### src/rtl/aes_dec_round_ctrl_pkg.sv
// Shared AES definitions: round count and round-sequencer state encoding used by
// the encryption and decryption controllers.
package aes_dec_round_ctrl_pkg;

  localparam int unsigned AES_NUM_ROUNDS = 10;

  typedef enum logic [2:0] {
    StIdle  = 3'd0,
    StInit  = 3'd1,
    StRound = 3'd2,
    StFinal = 3'd3,
    StDone  = 3'd4
  } aes_round_state_e;

endpackage

### src/rtl/aes_dec_round_ctrl_rcon.sv
// Inverse-rcon lookup: maps a decryption step (1..10) to the round constant the key
// schedule must undo at that step; other indices return zero.
module aes_dec_round_ctrl_rcon (
  input  logic [7:0] rcon_idx,
  output logic [7:0] rcon
);

  always_comb begin
    rcon = 8'h00;
    unique case (rcon_idx)
      8'd1:    rcon = 8'h36;
      8'd2:    rcon = 8'h1b;
      8'd3:    rcon = 8'h80;
      8'd4:    rcon = 8'h40;
      8'd5:    rcon = 8'h20;
      8'd6:    rcon = 8'h10;
      8'd7:    rcon = 8'h08;
      8'd8:    rcon = 8'h04;
      8'd9:    rcon = 8'h02;
      8'd10:   rcon = 8'h01;
      default: rcon = 8'h00;
    endcase
  end

endmodule

### src/rtl/aes_dec_round_ctrl.sv
// AES decryption round sequencer: start handshake, key load, NUM_ROUNDS inverse
// rounds (last without InvMixColumns) and a held result handshake.
module aes_dec_round_ctrl
  import aes_dec_round_ctrl_pkg::*;
#(
  parameter int unsigned NUM_ROUNDS = AES_NUM_ROUNDS
) (
  input  logic       clk,
  input  logic       rst,
  input  logic       start_valid,
  output logic       start_ready,
  input  logic       stall,
  output logic       key_load,
  output logic       first_round,
  output logic       round_en,
  output logic       last_round,
  output logic [3:0] round_cnt,
  output logic [7:0] rcon_idx,
  output logic [7:0] rcon,
  output logic       busy,
  output logic       done_valid,
  input  logic       done_ready
);

  localparam logic [3:0] PenultCnt = 4'(NUM_ROUNDS - 1);

  aes_round_state_e state_q, state_d;
  logic [3:0]       cnt_q, cnt_d;
  logic             in_round;

  always_ff @(posedge clk) begin
    if (rst) begin
      state_q <= StIdle;
      cnt_q   <= 4'd0;
    end else begin
      state_q <= state_d;
      cnt_q   <= cnt_d;
    end
  end

  always_comb begin
    state_d = state_q;
    cnt_d   = cnt_q;
    unique case (state_q)
      StIdle: begin
        if (start_valid) begin
          state_d = StInit;
          cnt_d   = 4'd0;
        end
      end
      StInit: begin
        if (!stall) begin
          state_d = StRound;
          cnt_d   = 4'd1;
        end
      end
      StRound: begin
        if (!stall) begin
          cnt_d = cnt_q + 4'd1;
          if (cnt_q == PenultCnt) state_d = StFinal;
        end
      end
      StFinal: begin
        if (!stall) state_d = StDone;
      end
      StDone: begin
        // Counter is cleared on the way out so IDLE always reports step 0.
        if (done_ready) begin
          state_d = StIdle;
          cnt_d   = 4'd0;
        end
      end
      default: begin
        state_d = StIdle;
        cnt_d   = 4'd0;
      end
    endcase
  end

  always_comb begin
    in_round    = (state_q == StRound) || (state_q == StFinal);
    start_ready = (state_q == StIdle);
    busy        = (state_q != StIdle);
    first_round = (state_q == StInit);
    // Stall only gates the datapath strobes; all other outputs stay state-decoded.
    key_load    = (state_q == StInit) && !stall;
    round_en    = in_round && !stall;
    last_round  = (state_q == StFinal);
    done_valid  = (state_q == StDone);
    round_cnt   = cnt_q;
    rcon_idx    = in_round ? {4'h0, cnt_q} : 8'h00;
  end

  aes_dec_round_ctrl_rcon u_rcon (
    .rcon_idx (rcon_idx),
    .rcon     (rcon)
  );

endmodule
### config.mk
export PLATFORM = sky130hd
export DESIGN_NAME = aes_dec_round_ctrl
export DESIGN_NICKNAME = d
export VERILOG_FILES = /design/src/rtl/aes_dec_round_ctrl_pkg.sv /design/src/rtl/aes_dec_round_ctrl_rcon.sv /design/src/rtl/aes_dec_round_ctrl.sv
export SDC_FILE = /design/constraint.sdc
export NUM_CORES = 1
export LEC_CHECK = 0
export CAP_MARGIN = 20
export CORE_MARGIN = 4
export CORE_UTILIZATION = 40
export CTS_CLUSTER_SIZE = 20
export DETAILED_ROUTE_END_ITERATION = 12
export HOLD_SLACK_MARGIN = 0.08
export PLACE_DENSITY = 0.78
export SYNTH_ARGS = -nofsm -noshare
export SYNTH_HDL_FRONTEND = slang
export SYNTH_HIERARCHICAL = 1
export SYNTH_SLANG_ARGS = --single-unit
### constraint.sdc
create_clock -name clk -period 2 [get_ports clk]
set_clock_uncertainty 0.05 [all_clocks]
set_input_delay 0.2 -clock clk [delete_from_list [all_inputs] [get_ports clk]]
set_output_delay 0.2 -clock clk [all_outputs]
set_load 0.03 [all_outputs]
==> flow_summary.ini <==
[floorplan]
die_x_um = 50
rows = 14
initial_core_util_pct = 44.3
dieArea_um2 = 2500
die_h_um = 50
core-area_um2 = 1590
ios = 32

[detailed_routing]
drtPass1Iterations = 4
vias = 781
ant_nets = 0
drc = 0
via_per_inst = 5.10
wl_per_cell_um = 13.3
wl_um = 2030
drtIter0Drc = 19

[timing]
fin_crit_ps = 2010
hold_violations = 0
period_share_pct = 100
maxSlewViolCount = 0
max_freq_mhz = 498
finalSetupViolCount = 1
fin_setup_tns_ps = -9.27
slew_headroom_pct = 65.1
worstMarginPinSlew_ps = 517
setup_slack_ps = -9.27
rsz0062_at_grt = true
whs_ps = 495

[min_path]
hold_depth = 2
hp-class = flop to flop
min-delay-start = round_cnt[3]
whs_endpoint = round_cnt[3]

[placed_design]
place_ws_ps = -102
dp_hpwl_um = 1550
io_buffers = 27
gp_congestion = 0.769

[power]
power.total_mw = 0.483
power.leakage_nw = 0.511
peakVddDrop_uv = 421
power.density_nw_per_um2 = 395

[synth]
async_reset_ff_share_pct = 0
ys_seq_elements = 7
synth.top_cell.area_share_pct = 19.9
syn-cell-area_um2 = 706
synth.largest_area_cell = dfxtp_1
synth_area_leaders = dfxtp_1 (20%), ha_1 (11%), nor3_1 (6.4%), mux2i_1 (5.7%), buf_4 (5.3%)
synthTopCellsByCount = nor3_1 (9), dfxtp_1 (7), ha_1 (6), inv_1 (6)
synth_top_flop_cell = dfxtp_1
synth-edff-count = 0
avgSynthCellArea_um2 = 8.11
syn-instance-count = 87
synth_most_common_cell = nor3_1
yosysUniqueCellTypes = 32
yosysSeqAreaShare_pct = 19.9
yosysWarningCount = 6

[global_routing]
overflow = 0
grt_start_max_net_pins = 11
grt_use_total_pct = 18.3
grt_pass1_wl_um = 3530
antenna_found_initial = 0
grt_pass1_vias = 776

[worst_setup_path]
r2r-end = round_cnt[1]
reg2reg_depth = 5
end_kind = primary output
required_ps = 1750
cp-start-kind = flop
worstSetupPathType = flop to primary output
r2r_slack_ps = 270
crit_path_max_fanout = 4
worstPathArrival_ps = 1760
r2r_start = state_q[1]

[cts]
cts.sinks = 7
hold_buffers = 0
cts_tree = yes
cts_root_buf = clkbuf_4
h-tree-depth = 1
clk_pin_slew_worst_paths_ps = 60
clk_latency_ps = 270
cts_made_buffers = 3
cts_buffer_depth = 2

[cells_and_area]
diodes = 0
drive_above_1_share_pct = 40.3
fill_cells = 111
final_nets = 141
areaGrowthSynthToFinish_pct = 73.2
postLayoutCoreUtil_pct = 76.7

[job]
cap_viol_max_count = 0

[outcome]
status = finished with violations
violations = negative setup slack
==> cell usage in the layout, fill, tap and decap left out, drive strengths merged <==
cell type	count
nor4	2
or3	2
dlymetal6s2s	2
nor2b	5
clkbuf	5
inv	6
dfxtp	7
clkdlybuf4s50	10
nor3b	4
mux2i	4
ha	6
nor2	5
dlygate4sd2	5
buf	23
nand2	3
and2	5
a211oi	1
nor4b	2
nor3	9
a21oi	4
o21ai	2
o22ai	1
xnor2	1
maj3	1
nand3	1
nand4b	1
or3b	1
or4	2
a211o	1
conb	8
==> per-stage QoR <==
step | instances | cell area (µm²)
2_1_floorplan | 94 | 810
3_3_place_gp | 147 | 1100
4_1_cts | 153 | 1200
6_report | 153 | 1220
5_1_grt | 153 | 1220
3_5_place_dp | 147 | 1100
==> cell type report <==
cell class | count | area [µm²] | area share (%)
Multi-Input combinational cell | 71 | 633 | 51.8
Timing Repair Buffer | 41 | 367 | 30.0
Tap cell | 24 | 30.0 | 2.46
Sequential cell | 7 | 141 | 11.6
Inverter | 6 | 25.0 | 2.05
Clock buffer | 4 | 26.3 | 2.15
==> per-layer routing <==
metal	track usage (%)	vias to the layer above	routed length, µm
met5	0	-	0
met4	6.91	0	29
met3	4.22	2	102
met2	32.4	31	1060
met1	20.8	374	840
li1	-	374	-
==> what timing repair did <==
action | 4_1_cts | 5_1_grt
endpoints found under the setup margin | 10 | 8
buffers inserted | 2 | 0
pin swaps | 2 | 1
resized for setup | 23 | 12
==> state kept, by name, summed over array words and instances, names as in the netlist <==
name and flops:
round_cnt 4, state_q 3
==> report_power, final <==
part	total, mW	switching (mW)	internal (mW)
combinational	0.185	0.106	0.0791
clock	0.143	0.0657	0.0770
sequential	0.155	0.00767	0.147
==> worst max path at each step <==
stage / start / endpoint / cells past startpoint
floorplan: state_q[1] / rcon[1] / 6
global placement: state_q[1] / rcon[3] / 7
detailed placement: state_q[1] / rcon[3] / 7
CTS: state_q[1] / rcon[3] / 7
global route: state_q[1] / rcon[4] / 8
finish: state_q[1] / rcon[4] / 8
==> logic make-up (layout without fill, tap and decap cells) <==
kind of cell	after synthesis	after routing	share of synthesized area (%)
AND/OR/NAND/NOR	42	42	39.2
buffers and inverters	16	51	13.3
AO/OA/AOI/OAI	9	9	7.98
adder cells (fa/ha/maj)	7	7	12.2
flip-flops	7	7	19.9
multiplexers	4	4	5.67
other	1	8	0.531
XOR/XNOR	1	1	1.24
==> worst max-delay path, cell delays in order (launching register included) <==
cell and delay, ps:
dfxtp_2 330, nor2b_4 160, and2_4 180, inv_4 30
buf_6 110, ha_4 290, mux2i_4 70, nor3_4 170
buf_6 150
Note: power is estimated with default switching activity, not from simulation.
